File: config.mk
export PLATFORM = sky130hd
export DESIGN_NAME = audio_rx_ctrl
export DESIGN_NICKNAME = d
export VERILOG_FILES = /design/src/rtl/audio_pkg.sv /design/src/rtl/sample_fifo.sv /design/src/rtl/audio_rx_ctrl.sv
export SDC_FILE = /design/constraint.sdc
export NUM_CORES = 1
export LEC_CHECK = 0
export ABC_CLOCK_PERIOD_IN_PS = 9300
export BUFFER_PORTS_ARGS = -buffer_cell sky130_fd_sc_hd__clkbuf_2
export CAP_MARGIN = 5
export CORE_ASPECT_RATIO = 1.1
export CORE_UTILIZATION = 60
export CTS_CLUSTER_DIAMETER = 60
export DETAILED_ROUTE_END_ITERATION = 12
export GPL_ROUTABILITY_DRIVEN = 0
export PLACE_DENSITY = 0.76
export SLEW_MARGIN = 20
export SYNTH_ARGS = -nofsm -noshare
export SYNTH_HDL_FRONTEND = slang
export SYNTH_HIERARCHICAL = 1
export SYNTH_SLANG_ARGS = --single-unit
File: constraint.sdc
create_clock -name clk_25mhz -period 9.3 [get_ports clk_25mhz]
set_input_delay 1.86 -clock clk_25mhz [delete_from_list [all_inputs] [get_ports clk_25mhz]]
set_output_delay 1.86 -clock clk_25mhz [all_outputs]
set_load 0.02 [all_outputs]
File: src/rtl/audio_pkg.sv
// Shared audio-path types: sample width, controller state encoding and
// the per-cycle event bundle reported by the receive controller.
package audio_pkg;

    localparam int SAMPLE_W = 16;

    typedef enum logic [1:0] {
        ST_OFF,
        ST_RESYNC,
        ST_PREFILL,
        ST_STREAM
    } ctrl_state_t;

    typedef struct packed {
        logic underrun;
        logic overflow;
        logic timeout;
    } ctrl_evt_t;

    function automatic logic [7:0] sat_inc(input logic [7:0] v);
        return (v == 8'hFF) ? v : v + 8'd1;
    endfunction

endpackage

File: src/rtl/sample_fifo.sv
// Synchronous sample FIFO with flush; a push on a full FIFO is only
// accepted when a pop frees a slot in the same cycle.
module sample_fifo #(
    parameter int DEPTH = 16,
    parameter int WIDTH = 16
) (
    input  logic                   clk_25mhz,
    input  logic                   reset,
    input  logic                   flush,
    input  logic                   push,
    input  logic                   pop,
    input  logic [WIDTH-1:0]       wdata,
    output logic [WIDTH-1:0]       rdata,
    output logic                   full,
    output logic                   empty,
    output logic [$clog2(DEPTH):0] level
);

    localparam int AW = $clog2(DEPTH);
    localparam logic [AW:0] FULL_LVL = (AW + 1)'(DEPTH);

    logic [WIDTH-1:0] mem [DEPTH];
    logic [AW-1:0]    wr_ptr;
    logic [AW-1:0]    rd_ptr;
    logic             do_push;
    logic             do_pop;

    assign full    = (level == FULL_LVL);
    assign empty   = (level == '0);
    assign do_pop  = pop && !empty && !flush;
    assign do_push = push && (!full || do_pop) && !flush;
    assign rdata   = mem[rd_ptr];

    always_ff @(posedge clk_25mhz or posedge reset) begin
        if (reset) begin
            wr_ptr <= '0;
            rd_ptr <= '0;
            level  <= '0;
        end else if (flush) begin
            wr_ptr <= '0;
            rd_ptr <= '0;
            level  <= '0;
        end else begin
            if (do_push) wr_ptr <= wr_ptr + 1'b1;
            if (do_pop)  rd_ptr <= rd_ptr + 1'b1;
            unique case ({do_push, do_pop})
                2'b10:   level <= level + 1'b1;
                2'b01:   level <= level - 1'b1;
                default: level <= level;
            endcase
        end
    end

    always_ff @(posedge clk_25mhz) begin
        if (do_push) mem[wr_ptr] <= wdata;
    end

endmodule

File: src/rtl/audio_rx_ctrl.sv
// Sequencing controller for the SPI audio receiver: resync handling,
// sample buffering and fixed-rate release to the output stage.
module audio_rx_ctrl
    import audio_pkg::*;
#(
    parameter int CLK_HZ         = 25_000_000,
    parameter int SAMPLE_HZ      = 16_000,
    parameter int FIFO_DEPTH     = 16,
    parameter int PREFILL        = 8,
    parameter int TIMEOUT_CYCLES = 25_000,
    parameter int RESYNC_CYCLES  = 64
) (
    input  logic                        clk_25mhz,
    input  logic                        reset,
    input  logic                        enable,
    input  logic                        rx_data_ready,
    input  logic [SAMPLE_W-1:0]         rx_audio,
    output logic                        rx_active,
    output logic [SAMPLE_W-1:0]         sample_out,
    output logic                        sample_valid,
    output logic [$clog2(FIFO_DEPTH):0] fifo_level,
    output logic                        streaming,
    output logic [7:0]                  underrun_cnt,
    output logic [7:0]                  overflow_cnt,
    output logic [7:0]                  resync_cnt
);

    localparam int DIV = CLK_HZ / SAMPLE_HZ;
    localparam int DW  = $clog2(DIV + 1);
    localparam int WW  = $clog2(TIMEOUT_CYCLES + 1);
    localparam int RW  = $clog2(RESYNC_CYCLES + 1);
    localparam int LW  = $clog2(FIFO_DEPTH) + 1;

    localparam logic [DW-1:0] DIV_LAST = DW'(DIV - 1);
    localparam logic [WW-1:0] WD_LAST  = WW'(TIMEOUT_CYCLES - 1);
    localparam logic [RW-1:0] RS_LAST  = RW'(RESYNC_CYCLES - 1);
    localparam logic [LW-1:0] PF_LVL   = LW'(PREFILL);

    ctrl_state_t         state;
    ctrl_state_t         state_nxt;
    ctrl_evt_t           evt;
    logic [DW-1:0]       div_cnt;
    logic [WW-1:0]       wd_cnt;
    logic [RW-1:0]       rs_cnt;
    logic                tick;
    logic                rx_window;
    logic                push_req;
    logic                pop;
    logic                flush;
    logic                fifo_full;
    logic                fifo_empty;
    logic [SAMPLE_W-1:0] fifo_rdata;

    assign rx_window = enable &&
                       (state == ST_PREFILL || state == ST_STREAM);
    assign tick      = (state != ST_OFF) && (div_cnt == DIV_LAST);
    assign push_req  = rx_window && rx_data_ready;
    assign pop       = enable && (state == ST_STREAM) && tick && !fifo_empty;
    assign flush     = !enable || (state == ST_OFF);
    assign streaming = (state == ST_STREAM);

    // A full FIFO still takes the word when this cycle's tick frees a slot
    assign evt.overflow = push_req && fifo_full && !pop;
    assign evt.underrun = enable && (state == ST_STREAM) && tick && fifo_empty;
    assign evt.timeout  = rx_window && !rx_data_ready && (wd_cnt == WD_LAST);

    sample_fifo #(
        .DEPTH (FIFO_DEPTH),
        .WIDTH (SAMPLE_W)
    ) u_fifo (
        .clk_25mhz (clk_25mhz),
        .reset     (reset),
        .flush     (flush),
        .push      (push_req),
        .pop       (pop),
        .wdata     (rx_audio),
        .rdata     (fifo_rdata),
        .full      (fifo_full),
        .empty     (fifo_empty),
        .level     (fifo_level)
    );

    always_comb begin
        state_nxt = state;
        if (!enable) begin
            state_nxt = ST_OFF;
        end else begin
            unique case (state)
                ST_OFF: state_nxt = ST_RESYNC;
                ST_RESYNC: begin
                    if (rs_cnt == RS_LAST) state_nxt = ST_PREFILL;
                end
                ST_PREFILL: begin
                    if (evt.timeout)             state_nxt = ST_RESYNC;
                    else if (fifo_level >= PF_LVL) state_nxt = ST_STREAM;
                end
                ST_STREAM: begin
                    if (evt.timeout)       state_nxt = ST_RESYNC;
                    else if (evt.underrun) state_nxt = ST_PREFILL;
                end
                default: state_nxt = ST_OFF;
            endcase
        end
    end

    always_ff @(posedge clk_25mhz or posedge reset) begin
        if (reset) begin
            state     <= ST_OFF;
            rx_active <= 1'b0;
        end else begin
            state     <= state_nxt;
            rx_active <= (state_nxt == ST_PREFILL) ||
                         (state_nxt == ST_STREAM);
        end
    end

    // Divider free-runs through RESYNC/PREFILL so the output rate never jitters
    always_ff @(posedge clk_25mhz or posedge reset) begin
        if (reset) begin
            div_cnt <= '0;
        end else if (flush || tick) begin
            div_cnt <= '0;
        end else begin
            div_cnt <= div_cnt + 1'b1;
        end
    end

    always_ff @(posedge clk_25mhz or posedge reset) begin
        if (reset) begin
            wd_cnt <= '0;
        end else if (!rx_window || rx_data_ready || evt.timeout) begin
            wd_cnt <= '0;
        end else begin
            wd_cnt <= wd_cnt + 1'b1;
        end
    end

    always_ff @(posedge clk_25mhz or posedge reset) begin
        if (reset) begin
            rs_cnt <= '0;
        end else if (enable && state == ST_RESYNC) begin
            rs_cnt <= rs_cnt + 1'b1;
        end else begin
            rs_cnt <= '0;
        end
    end

    always_ff @(posedge clk_25mhz or posedge reset) begin
        if (reset) begin
            sample_out   <= '0;
            sample_valid <= 1'b0;
        end else begin
            sample_valid <= enable && tick;
            unique case (1'b1)
                (state_nxt == ST_OFF): sample_out <= '0;
                pop:                   sample_out <= fifo_rdata;
                default:               sample_out <= sample_out;
            endcase
        end
    end

    always_ff @(posedge clk_25mhz or posedge reset) begin
        if (reset) begin
            underrun_cnt <= '0;
            overflow_cnt <= '0;
            resync_cnt   <= '0;
        end else begin
            if (evt.underrun) underrun_cnt <= sat_inc(underrun_cnt);
            if (evt.overflow) overflow_cnt <= sat_inc(overflow_cnt);
            if (evt.timeout)  resync_cnt   <= sat_inc(resync_cnt);
        end
    end

endmodule
Word-level counts from Yosys, hierarchy flattened
Memory sizes are Yosys's and may differ from the RTL's.
Cells that the tools add are included.
{ "op_classes": {"eq_ne": 14, "n_mux": 19, "bitwise_logic": 3, "add_sub_neg": 10, "reduce_logical": 42, "n_lt_le_gt_ge": 1} }
{ "op_table": {"columns": ["cell", "count"], "rows": [
  ["$pmux 16 s2", 1],
  ["$add 8x1->8 const B", 3],
  ["$eq 8x8->1 const B", 3],
  ["$logic_and 1x1->1", 17],
  ["$mux 4", 4],
  ["$add 15x1->15 const B", 1],
  ["$eq 15x15->1 const B", 1],
  ["$mux 15", 1],
  ["$mux 2", 6],
  ["$add 11x1->11 const B", 1],
  ["$eq 11x11->1 const B", 1],
  ["$mux 11", 1],
  ["$eq 2x2->1 const B", 5],
  ["$pmux 5 s2", 1],
  ["$add 4x1->4 const B", 2],
  ["$pmux 2 s4", 1],
  ["$reduce_bool 2->1", 4],
  ["$add 7x1->7 const B", 1],
  ["$eq 7x6->1 const B", 1],
  ["$logic_not 1->1", 7],
  ["$logic_or 1x1->1", 7],
  ["$mux 7", 1],
  ["$reduce_and 2->1", 3],
  ["$add 5x1->5 const B", 1],
  ["10 further kinds", 15]
]} }
{ "totals": {"word_cells": 103, "mem_bits_rw": 256, "out_inout_bits": 48, "mem_count": 1, "ff_bits": 90} }
{ "mem_list": {"columns": ["memory", "depth", "width", "read_ports", "rd_ports_with_merged_regs", "wr", "line", "text"], "rows": [
  ["u_fifo.mem", 16, 16, 1, 0, 1, "sample_fifo.sv:22", "logic [WIDTH-1:0] mem [DEPTH];"]
]} }

Logic depth before layout (Yosys ltp)
Gate-level depths: netlist of run 1.
{ "depth": {"word_depth": 12, "depth_mapped": 13, "ltp_nobuf": 13} }

By module
Netlist of run 1, hierarchy kept.
{ "by_module_without_submodules": {"columns": ["mod", "area_each_um2", "n_inst", "cells_each"], "rows": [
  ["sample_fifo", 10571.4, 1, 512],
  ["audio_rx_ctrl", 3612.2, 1, 357]
]} }

Least setup slack after synthesis of run 1
No wires, ideal clock.
{ "synth_path": {"path_kind": "input -> register", "start": "in enable", "end": "reg u_fifo.level[4]", "slack_ns": 4.966, "cell_stages": 9, "setup_ns": 0.082, "t_arrival_ns": 4.252, "path_buffers": 0, "cell_sequence": "nand3_1 > nor3_1 > o21ai_2 > or3_1 > fa_1 > nand2b_1 > a2111o_1 > o22a_1 > a31oi_1"} }
{ "synth_via": {"elab_chain_cells": 11, "elab_cells_between_ends": 18, "classes_between": "eq/ne: 2; mux: 2; reduce/logical: 14"} }
{ "synth_rtl": {"columns": ["item", "line", "text"], "rows": [
  ["start, declared", "audio_rx_ctrl.sv:15", "input logic enable,"],
  ["$logic_and 1x1->1 (*) (3 in a row)", "audio_rx_ctrl.sv:58", "assign pop = enable && (state == ST_STREAM) && tick && !fifo_empty;"],
  ["net pop", "audio_rx_ctrl.sv:48", "logic pop;"],
  ["$logic_and 1x1->1 (*) (2 in a row)", "sample_fifo.sv:30", "assign do_pop = pop && !empty && !flush;"],
  ["$logic_or 1x1->1", "sample_fifo.sv:31", "assign do_push = push && (!full || do_pop) && !flush;"],
  ["$logic_and 1x1->1 (2 in a row)", "sample_fifo.sv:31", null],
  ["$eq 2x1->1 / $eq 2x2->1 (equally long branches)", "sample_fifo.sv:46", "unique case ({do_push, do_pop})"],
  ["$pmux 5 s2", "sample_fifo.sv:46", null],
  ["$mux 5", "sample_fifo.sv:39", "end else if (flush) begin"],
  ["end signal, assigned", "sample_fifo.sv:47", "2'b10: level <= level + 1'b1;"],
  ["end signal, assigned", "sample_fifo.sv:48", "2'b01: level <= level - 1'b1;"],
  ["end signal, assigned", "sample_fifo.sv:49", "default: level <= level;"],
  ["end, declared", "sample_fifo.sv:16", "output logic [$clog2(DEPTH):0] level"]
]} }
Mark *: on every way through the listed nets, which the timed path passes. The rest lies on a longest branch.
A chain may end at the register's enable or synchronous reset.

Worst setup path in the final report of run 1
{ "layout_path": {"start": "in enable", "end": "mem u_fifo.mem[10][4], enable pin"} }
{ "layout_via": {"elab_chain_cells": 10, "elab_cells_between_ends": 15, "classes_between": "mux: 2; reduce/logical: 13"} }
{ "layout_rtl": {"columns": ["item", "line", "text"], "rows": [
  ["$logic_and 1x1->1 (3 in a row)", "audio_rx_ctrl.sv:58", null],
  ["net pop", "audio_rx_ctrl.sv:48", null],
  ["$logic_and 1x1->1 (2 in a row)", "sample_fifo.sv:30", null],
  ["$logic_or 1x1->1", "sample_fifo.sv:31", null],
  ["$logic_and 1x1->1 (2 in a row)", "sample_fifo.sv:31", null],
  ["$mux 1", "sample_fifo.sv:55", "if (do_push) mem[wr_ptr] <= wdata;"],
  ["$mux 1 (implied by the code)", "sample_fifo.sv:55", null],
  ["end, declared", "sample_fifo.sv:22", null]
]} }
The timed path passes the listed nets, and every way through them passes these cells.

==> results of run 1 <==
-- metal layers --
metal / up-vias / track usage, % / part of all wire [%]
li1: 3529 / - / -
met1: 3993 / 33.11 / 40
met2: 288 / 43.65 / 51
met3: 51 / 3.352 / 5.9
met4: 0 / 9.278 / 2.9
met5: - / 0 / 0
-- worst max-delay path, stage by stage --
cell      delay (ns)
clkbuf_2        0.37
nand3_1         0.23
nor3_1          0.82
nand2b_1        0.23
a31oi_2         0.43
nand2_1         0.22
nor2_2          0.73
-- final timing paths --
check	startpoint	end	slack, ns
worst max-delay path	enable	u_fifo/mem[10][4]$_DFFE_PP_	4.52
worst min-delay path	rs_cnt[0]$_DFF_PP0_	rs_cnt[0]$_DFF_PP0_	0.48
worst max register to register	div_cnt[7]$_DFF_PP0_	u_fifo/mem[10][4]$_DFFE_PP_	5.02
worst min register to register	rs_cnt[0]$_DFF_PP0_	rs_cnt[0]$_DFF_PP0_	0.48
max in group asynchronous	reset	underrun_cnt[3]$_DFFE_PP0P_	6.80
min in group asynchronous	reset	u_fifo/level[4]$_DFFE_PP0P_	1.41
-- logic make-up (layout without fill, tap and decap cells) --
group                    Yosys count  after routing  share of synthesized area [%]
multiplexers                      76             76                          11.09
AND/OR/NAND/NOR                  253            253                          8.954
XOR/XNOR                          49             49                          3.026
flip-flops                       346            346                          70.08
buffers and inverters             48            162                          1.438
adder cells (fa/ha/maj)           16             16                          1.464
AO/OA/AOI/OAI                     81             81                          3.952
-- flip-flops by register name (all words and copies together) (netlist names) --
signal	count
overflow_cnt	8
wd_cnt	15
u_fifo/rd_ptr	4
sample_valid	1
u_fifo/wr_ptr	4
rx_active	1
div_cnt	11
sample_out	16
rs_cnt	7
state	2
underrun_cnt	8
u_fifo/mem	256
u_fifo/level	5
resync_cnt	8
-- synthesized netlist by cell type, types with 2 or more instances --
master and count:
xnor2_1 14, nand2_1 69, nor2_1 69, buf_1 5
a31oi_1 2, nor3_1 16, clkbuf_1 19, or4_4 3
and3_1 9, nand3_1 25, mux2_2 4, nand4_1 10
inv_1 12, and4_1 3, nand2b_1 7, o211ai_1 5
mux2_1 5, a21oi_1 8, nand3b_1 5, nor4_1 4
dfrtp_1 90, xor2_1 35, nor2b_1 3, a21boi_0 2
or3_1 7, nor3b_1 4, mux4_2 64, o21ai_0 21
edfxtp_1 256, mux2i_1 3, ha_1 15, a22oi_1 32
and2_1 5, nor4b_1 2, buf_2 10, or2_2 3
-- where the power goes --
part | internal, mW | switching [mW]
Sequential | 1.66 | 0.00267
Combinational | 0.00916 | 0.0392
Clock | 0.834 | 0.557
Total | 2.51 | 0.599
-- layout make-up --
cell class / count / share of cell area [%]
timing repair buffer: 88 / 3.070
multi-input combinational: 475 / 25.24
clock buffer: 41 / 5.859
sequential: 346 / 61.92
tap: 300 / 2.337
clock inverter: 21 / 1.286
inverter: 12 / 0.2805
-- through the flow --
stage	power [mW]	hold WS (ns)	util (%)	cells	area (µm²)
2_1_floorplan	1.715	0.4329	-	869	14180
3_3_place_gp	1.744	0.4464	64.81	1221	14910
3_5_place_dp	1.746	0.4550	64.82	1221	14910
4_1_cts	3.132	0.4726	69.81	1283	16060
5_1_grt	3.190	0.4934	69.81	1283	16060
6_report	3.104	0.4752	69.81	1283	16060
==> results.ini, run 1 <==
[global_route]
overflow=0
grt_antenna_before_repair=0
grt_max_degree=68
grt_pass1_wl_mm=45.02
track_usage_pct=25.33
grt_pass1_vias=7968

[floorplan]
core_area_um2=23000
pin_count=68
num_rows=58
initial_core_util_pct=61.66
die_h_um=163.3
die_w_um=148.6
die_area_um2=24260

[layout]
final-seq-area_um2=9945
layout-drive-gt1-share_pct=23.19
n_fill_cell=1451
diodes=0
multi_input_comb_area_um2=4054
syn2layout_area_growth_pct=13.22
nNetsFinal=994
mostFrequentLayoutCells=edfxtp_1 (256), dfrtp_1 (88), nand2_1 (69)
final_common_cell=edfxtp_1

[place]
io_buffers=67
pre_cts_ws_ns=4.063
dpl.hpwl_mm=18.57

[timing]
finClkSkew_ns=0.01407
finalSetupViolCount=0
fin_ws_ns=4.518
finalHoldViolCount=0
fin_crit_sh_pct=51.42
slew_viol_final=0
fmaxAchievable_mhz=209.1
setup_tns_ns=0
worst_pin_slew_ns=1.006
rsz0062_at_grt=no
relSlewSlack_pct=32.40
period_needed_ns=4.782

[route]
drtPass1Iterations=5
wl_mm=29.60
vias=7861
routed_via_density=6.127
drt-initial-drc-count=585
wl_per_cell_um=23.07
ant_nets=0
post-route-drc-count=0

[setup_path]
endpoint_kind=flop
reg2regPathDepth=7
crit_required_ns=9.42
cp_data_arrival_time_ns=4.90
crit_path_max_fanout=25
cp-start-kind=input pin
crit_type=input pin to flop

[status]
status=completed

[pwr]
pwr_density_cell_nw_per_um2=193.3
p_leak_nw=5.774
peakVddDrop_mv=0.1572

[logic_synthesis]
syn_inst=869
yosysSeqAreaShare_pct=70.08
synth.largest_area_cell=edfxtp_1
ys_top_cells_by_area=edfxtp_1 (54%), dfrtp_1 (16%), mux4_2 (10%)
synth_edf_count=256
avgSynthCellArea_um2=16.32
synth_top_cell_area_share_pct=54.20
ys_ff_latch=346
async_flop_share_pct=26.01
netlist_area_um2=14180
synthesis.nets=905
synth_ff_type=edfxtp_1
yosys_warnings=6
synth.distinct_cells=59

[clocking]
clkTransAtPathRegs_ns=0.06
clock_latency_ns=0.51
cts_setup_buffers=0
cts_resized=0
clock_sinks=346
cts_tree=yes
ctsRootBufferMaster=clkbuf_16
cts_buffers=35
ctsHoldBuffers=0
h-tree-depth=2
cts_buffer_depth=3

[hold_path]
hp-class=flop to flop
worstHoldPathCells=1

[run]
drv_cap=0

No activity file was read; power rests on OpenSTA's default activity.
==> run 2: changes to the inputs <==
--- a/config.mk
+++ b/config.mk
@@ -5,15 +5,15 @@
 export SDC_FILE = /design/constraint.sdc
 export NUM_CORES = 1
 export LEC_CHECK = 0
-export ABC_CLOCK_PERIOD_IN_PS = 9300
+export ABC_CLOCK_PERIOD_IN_PS = 4059
 export BUFFER_PORTS_ARGS = -buffer_cell sky130_fd_sc_hd__clkbuf_2
 export CAP_MARGIN = 5
 export CORE_ASPECT_RATIO = 1.1
-export CORE_UTILIZATION = 60
+export CORE_UTILIZATION = 55
 export CTS_CLUSTER_DIAMETER = 60
 export DETAILED_ROUTE_END_ITERATION = 12
 export GPL_ROUTABILITY_DRIVEN = 0
-export PLACE_DENSITY = 0.76
+export PLACE_DENSITY = 0.73
 export SLEW_MARGIN = 20
 export SYNTH_ARGS = -nofsm -noshare
 export SYNTH_HDL_FRONTEND = slang
==> constraint.sdc (replaced) <==
create_clock -name clk_25mhz -period 4.06 [get_ports clk_25mhz]
set_input_delay 0.812 -clock clk_25mhz [delete_from_list [all_inputs] [get_ports clk_25mhz]]
set_output_delay 0.812 -clock clk_25mhz [all_outputs]
set_load 0.02 [all_outputs]
==> run 2 against run 1 <==
Net effect:
- hold slack got worse by 0.11 ns
- via count fell by 1.0%
- cell area rose by 1.1%
- die area rose by 9.0%
- critical path depth rose by 3
- routed wire length fell by 6.4%
- sequential cell count did not move
- largest cell class unchanged
- largest power group unchanged
==> results.ini, run 2 (same netlist as run 1, synthesis figures left out) <==
[timing]
fin_ws_ns=0.3984  ; -4.120 ns
finClkSkew_ns=0.01832  ; +0.004256 ns
fin_crit_sh_pct=90.19
relSlewSlack_pct=43.29  ; +11 points
rsz0062_at_grt=no
finalSetupViolCount=0  ; unchanged
period_needed_ns=3.662
finalHoldViolCount=0  ; unchanged
setup_tns_ns=0  ; unchanged
slew_viol_final=0  ; unchanged
fmaxAchievable_mhz=273.1
worst_pin_slew_ns=0.8494  ; -0.1569 ns

[clocking]
cts_buffers=36  ; +2.9%
cts_buffer_depth=3  ; unchanged
ctsHoldBuffers=0  ; unchanged
ctsRootBufferMaster=clkbuf_16
cts_tree=yes
cts_setup_buffers=0  ; unchanged
cts_resized=0  ; unchanged
clock_latency_ns=0.52  ; about the same
h-tree-depth=2  ; unchanged
clkTransAtPathRegs_ns=0.06  ; about the same
clock_sinks=346  ; unchanged

[layout]
regMostFlops=u_fifo/mem
layout-drive-gt1-share_pct=25.20  ; +2.0 points
syn2layout_area_growth_pct=14.50
mostFrequentLayoutCells=edfxtp_1 (256), dfrtp_1 (88), nand2_1 (69)
nNetsFinal=1000  ; +0.60%
final_common_cell=edfxtp_1
utilization_pct=64.09  ; -5.7 points
top_regs=u_fifo/mem x256, sample_out x16, wd_cnt x15
diodes=0  ; unchanged
largest_reg_flops=256  ; unchanged
final_area_um2=16240  ; +1.1%

[global_route]
grt_pass1_vias=8000  ; +0.40%
track_usage_pct=22.15  ; -3.2 points
overflow=0  ; unchanged
grt_max_degree=52  ; -24%
grt_antenna_before_repair=0  ; unchanged
grt_pass1_wl_mm=44.37  ; -1.4%

[floorplan]
num_rows=61  ; +5.2%
die_area_um2=26440  ; +9.0%
initial_core_util_pct=55.97  ; -5.7 points
die_h_um=170.4  ; +4.4%
die_w_um=155.1  ; +4.4%
core_area_um2=25340  ; +10%
pin_count=68  ; unchanged

[run]
drv_cap=0  ; unchanged

[place]
pre_cts_ws_ns=0.4374  ; -3.626 ns
dpl.hpwl_mm=17.87  ; -3.8%
place_area_um2=15080  ; +1.1%
io_buffers=67  ; unchanged

[setup_path]
cp_slowest_cell=or4_4
cp-start-kind=flop
path_cells=or4_4 -> or3_1 -> nor3_1 -> o21ai_2 -> or3_1 -> fa_1 -> nand2b_1 -> a2111o_1 -> o22a_1 -> a31oi_1
crit_path_max_incr_delay_ns=0.58  ; -0.24 ns
crit_top_cell=or3_1
crit_required_ns=4.49  ; -4.93 ns
crit_type=flop to flop
cpLargestDelayFamily=simple AND/OR/NAND/NOR gates
endpoint_kind=flop
cp_data_arrival_time_ns=4.09  ; -0.81 ns
reg2reg_slack_ns=0.40  ; -4.62 ns
crit_path_max_fanout=5  ; -80%
crit_buf_inv=0  ; -1

[route]
wl_per_cell_um=20.70  ; -10%
drt-initial-drc-count=710  ; +21%
ant_nets=0  ; unchanged
routed_via_density=5.815  ; -5.1%
post-route-drc-count=0  ; unchanged
drtPass1Iterations=5  ; unchanged
wl_mm=27.70  ; -6.4%
vias=7780  ; -1.0%

[hold_path]
hp-class=input pin to asynchronous set/reset pin

[status]
status=completed

[pwr]
fin_total_pwr_mw=7.143  ; +130%
p_leak_nw=5.828  ; +0.93%
pwr_density_cell_nw_per_um2=439.8  ; +130%
peakVddDrop_mv=0.2913  ; +85%

[run 2: final timing paths]
kind	startpoint	endpoint	depth (start not counted)
max in group asynchronous	reset	sample_out[4]$_DFFE_PP0P_	3
worst min-delay path	reset	u_fifo/level[1]$_DFFE_PP0P_	2
worst max-delay path	div_cnt[7]$_DFF_PP0_	u_fifo/level[4]$_DFFE_PP0P_	10
min in group clk_25mhz	rs_cnt[0]$_DFF_PP0_	rs_cnt[0]$_DFF_PP0_	1
worst max register to register	div_cnt[7]$_DFF_PP0_	u_fifo/level[4]$_DFFE_PP0P_	10
worst min register to register	rs_cnt[0]$_DFF_PP0_	rs_cnt[0]$_DFF_PP0_	1
[run 2: worst reg2reg max path, stage by stage, from the launching register on]
cell	delay, ns
dfrtp_1	0.43
or4_4	0.58
or3_1	0.43
nor3_1	0.33
o21ai_2	0.14
or3_1	0.37
fa_1	0.40
nand2b_1	0.17
a2111o_1	0.39
o22a_1	0.21
a31oi_1	0.13
[run 2: stage by stage]
stage,cells,hold slack (ns)
2_1_floorplan,869,0.4329
3_3_place_gp,1272,0.4487
3_5_place_dp,1272,0.4775
4_1_cts,1338,0.3664
5_1_grt,1338,0.3940
6_report,1338,0.3649
[run 2: area by class of cell]
type | count | area [µm²]
Inverter | 12 | 45.04
Fill cell | 1784 | 9099
Sequential cell | 346 | 9945
Clock buffer | 47 | 983.4
Tap cell | 346 | 432.9
Clock inverter | 19 | 177.7
Timing Repair Buffer | 93 | 568.0
Multi-Input combinational cell | 475 | 4089
[run 2: power breakdown]
part	switching, mW	internal, mW	leakage (nW)	total, mW
clock	1.32	1.91	0.569	3.22
combinational	0.0821	0.0230	1.72	0.105
sequential	0.00586	3.81	3.54	3.81
total	1.40	5.74	5.83	7.14
[run 2: metal layers]
layer,global-route usage [%],routed length (µm),vias up
li1,-,-,3538
met1,30.81,11770,3975
met2,35.78,13610,229
met3,3.998,1738,38
met4,7.060,575,0
met5,0,0,-
==> run 3: changes to the inputs <==
--- a/config.mk
+++ b/config.mk
@@ -5,7 +5,7 @@
 export SDC_FILE = /design/constraint.sdc
 export NUM_CORES = 1
 export LEC_CHECK = 0
-export ABC_CLOCK_PERIOD_IN_PS = 4059
+export ABC_CLOCK_PERIOD_IN_PS = 3050
 export BUFFER_PORTS_ARGS = -buffer_cell sky130_fd_sc_hd__clkbuf_2
 export CAP_MARGIN = 5
 export CORE_ASPECT_RATIO = 1.1
==> constraint.sdc (replaced) <==
create_clock -name clk_25mhz -period 3.05 [get_ports clk_25mhz]
set_input_delay 0.61 -clock clk_25mhz [delete_from_list [all_inputs] [get_ports clk_25mhz]]
set_output_delay 0.61 -clock clk_25mhz [all_outputs]
set_load 0.02 [all_outputs]
==> run 3 against run 2 <==
Net effect:
- the flow now finishes with violations (negative setup slack)
- first-iteration DRC count down 24%
- utilization up 2.0 points
- hold slack worse by 0.23 ns
- critical endpoint unchanged
==> results.ini, run 3 (same netlist as run 1, synthesis figures left out) <==
[pwr]
p_int_mw=7.543  ; +31%
p_leak_nw=6.044  ; +3.7%
switching_share_pct=19.68  ; about the same
seqPwrFrac_pct=54.0  ; +0.6 points
comb_power_share_pct=1.6  ; about the same
pwr-share-clk_pct=44.4  ; -0.7 points
switching_power_mw=1.848  ; +32%
pwr_density_cell_nw_per_um2=561.0  ; +28%
peakVddDrop_mv=0.4704  ; +61%
fin_total_pwr_mw=9.391  ; +31%

[place]
io_buffers=67  ; unchanged
place_area_um2=15550  ; +3.1%
dpl.hpwl_mm=17.84  ; -0.15%
placed_cells=1303  ; +2.4%
pre_cts_ws_ns=-0.2040  ; -0.6414 ns

[global_route]
grt_pass1_wl_mm=44.92  ; +1.2%
overflow=0  ; unchanged
grt_use_met1_pct=30.50  ; -0.31 points
grt_antenna_before_repair=2  ; +2
grt_max_degree=68  ; +31%
track_usage_pct=22.71  ; +0.56 points
met3_usage_pct=4.151  ; +0.15 points
grt_pass1_vias=8059  ; +0.74%
top_usage_layer=met2
grtUsageMet2_pct=37.86  ; +2.1 points

[route]
wl_mm=28.52  ; +3.0%
routed_via_density=5.761  ; -0.92%
post-route-drc-count=0  ; unchanged
vias=7881  ; +1.3%
wl_per_cell_um=20.85  ; +0.71%
drt-initial-drc-count=538  ; -24%
drtPass1Iterations=6  ; +1
ant_nets=0  ; unchanged

[timing]
fin_ws_ns=-0.1812  ; -0.5796 ns
finClkSkew_ns=0.02100  ; +0.002679 ns
finalHoldViolCount=0  ; unchanged
relSlewSlack_pct=45.55  ; +2.3 points
setup_tns_ns=-12.17  ; -12.17 ns
slew_viol_final=0  ; unchanged
fmaxAchievable_mhz=309.5  ; +13%
period_needed_ns=3.231  ; -0.4304 ns
worst_pin_slew_ns=0.8156  ; -0.03387 ns
rsz0062_at_grt=yes
fin_crit_sh_pct=105.9  ; +16 points
finalSetupViolCount=154  ; +154
whs_ns=0.1396  ; -0.2253 ns

[layout]
top_regs=u_fifo/mem x256, sample_out x16, wd_cnt x15
final_common_cell=edfxtp_1
final_area_um2=16740  ; +3.1%
mostFrequentLayoutCells=edfxtp_1 (256), dfrtp_1 (88), nand2_1 (68)
utilization_pct=66.07  ; +2.0 points
nNetsFinal=1035  ; +3.5%
regMostFlops=u_fifo/mem
syn2layout_area_growth_pct=18.03
layout-drive-gt1-share_pct=28.14  ; +2.9 points
largest_reg_flops=256  ; unchanged
instances_no_fill=1368  ; +2.2%

[clocking]
clkTransAtPathRegs_ns=0.06  ; about the same
ctsHoldBuffers=0  ; unchanged
cts_tree=yes
clock_latency_ns=0.53  ; about the same
cts_buffer_depth=3  ; unchanged
clock_sinks=346  ; unchanged
h-tree-depth=2  ; unchanged
ctsRootBufferMaster=clkbuf_16
cts_buffers=36  ; unchanged

[setup_path]
crit_top_cell=or3_4
cp_slowest_cell=or4_4
cpLargestDelayFamily=simple AND/OR/NAND/NOR gates
crit_path_max_incr_delay_ns=0.53  ; -0.05 ns
reg2regPathDepth=10  ; unchanged
crit_buf_inv=0  ; unchanged
cp_data_arrival_time_ns=3.68  ; -0.41 ns
rr_startpoint=div_cnt[6]$_DFF_PP0_
reg2reg_slack_ns=-0.18  ; -0.58 ns
crit_path_max_fanout=2  ; -3
timing.rr.end=u_fifo/level[4]$_DFFE_PP0P_
crit_required_ns=3.50  ; -0.99 ns
endpoint_kind=flop
crit_type=flop to flop
cp-start-kind=flop
path_cells=or4_4 -> or3_4 -> nor3_4 -> o21ai_2 -> or3_4 -> fa_2 -> nand2b_4 -> a2111o_1 -> o22a_1 -> a31oi_1

[run]
drv_cap=0  ; unchanged

[hold_path]
hp-class=input pin to asynchronous set/reset pin

[floorplan]
die_h_um=170.4  ; unchanged
die_area_um2=26440  ; unchanged
pin_count=68  ; unchanged
core_area_um2=25340  ; unchanged
initial_core_util_pct=55.97  ; unchanged
num_rows=61  ; unchanged
die_w_um=155.1  ; unchanged

[status]
failed_checks=negative setup slack
status=complete, but fails checks

-- run 3: changes by cell type in the layout (fill, tap and decap cells not counted), moves of 3 or more --
cell,before,now
buf_12,3,19
buf_4,23,41
clkinv_2,8,3
nor2_4,0,3
nor2_2,16,13
-- run 3: repair_timing --
| action | CTS | global route |
|---|---|---|
| pin swaps | 0 | 1 |
| endpoints found under the setup margin | 165 | 195 |
| resized for setup | 1 | 8 |
| setup buffers | 0 | 4 |
-- run 3: worst max path at each step --
stage / startpoint / to / cells past startpoint
floorplan: div_cnt[6]$_DFF_PP0_ / u_fifo/level[4]$_DFFE_PP0P_ / 10
global placement: div_cnt[6]$_DFF_PP0_ / u_fifo/level[4]$_DFFE_PP0P_ / 10
detailed placement: div_cnt[6]$_DFF_PP0_ / u_fifo/level[4]$_DFFE_PP0P_ / 10
CTS: div_cnt[6]$_DFF_PP0_ / u_fifo/level[4]$_DFFE_PP0P_ / 10
global route: div_cnt[6]$_DFF_PP0_ / u_fifo/mem[2][0]$_DFFE_PP_ / 9
finish: div_cnt[6]$_DFF_PP0_ / u_fifo/level[4]$_DFFE_PP0P_ / 10
-- run 3: worst register-to-register path, cell delays in order, from the launching register on --
cell,delay (ns)
dfrtp_1,0.37
or4_4,0.53
or3_4,0.40
nor3_4,0.15
o21ai_2,0.08
or3_4,0.38
fa_2,0.35
nand2b_4,0.15
a2111o_1,0.38
o22a_1,0.21
a31oi_1,0.14
-- run 3: power groups by stage --
stage	Combinational [mW]	Sequential, mW	Clock (mW)
finish	0.153	5.07	4.17
global route	0.174	5.07	4.42
CTS	0.156	5.07	4.25
detailed placement	0.156	5.17	0
global placement	0.151	5.17	0
floorplan	0.0571	5.17	0
-- run 3: final cells by class --
type | instances | area (µm²)
Sequential cell | 346 | 9945
Fill cell | 1723 | 8598
Multi-Input combinational cell | 475 | 4164
Timing Repair Buffer | 128 | 1035
Clock buffer | 44 | 930.9
Tap cell | 346 | 432.9
Clock inverter | 15 | 181.4
Inverter | 12 | 47.55
Antenna cell | 2 | 5.005
-- run 3: metal layers --
layer  routed length, µm  part of all wire, %  up-vias
met2               14140                   50      216
met1               12260                   43     4015
met3                1522                  5.3       45
met4                 590                  2.1        0
met5                   0                    0        -
li1                    -                    -     3605
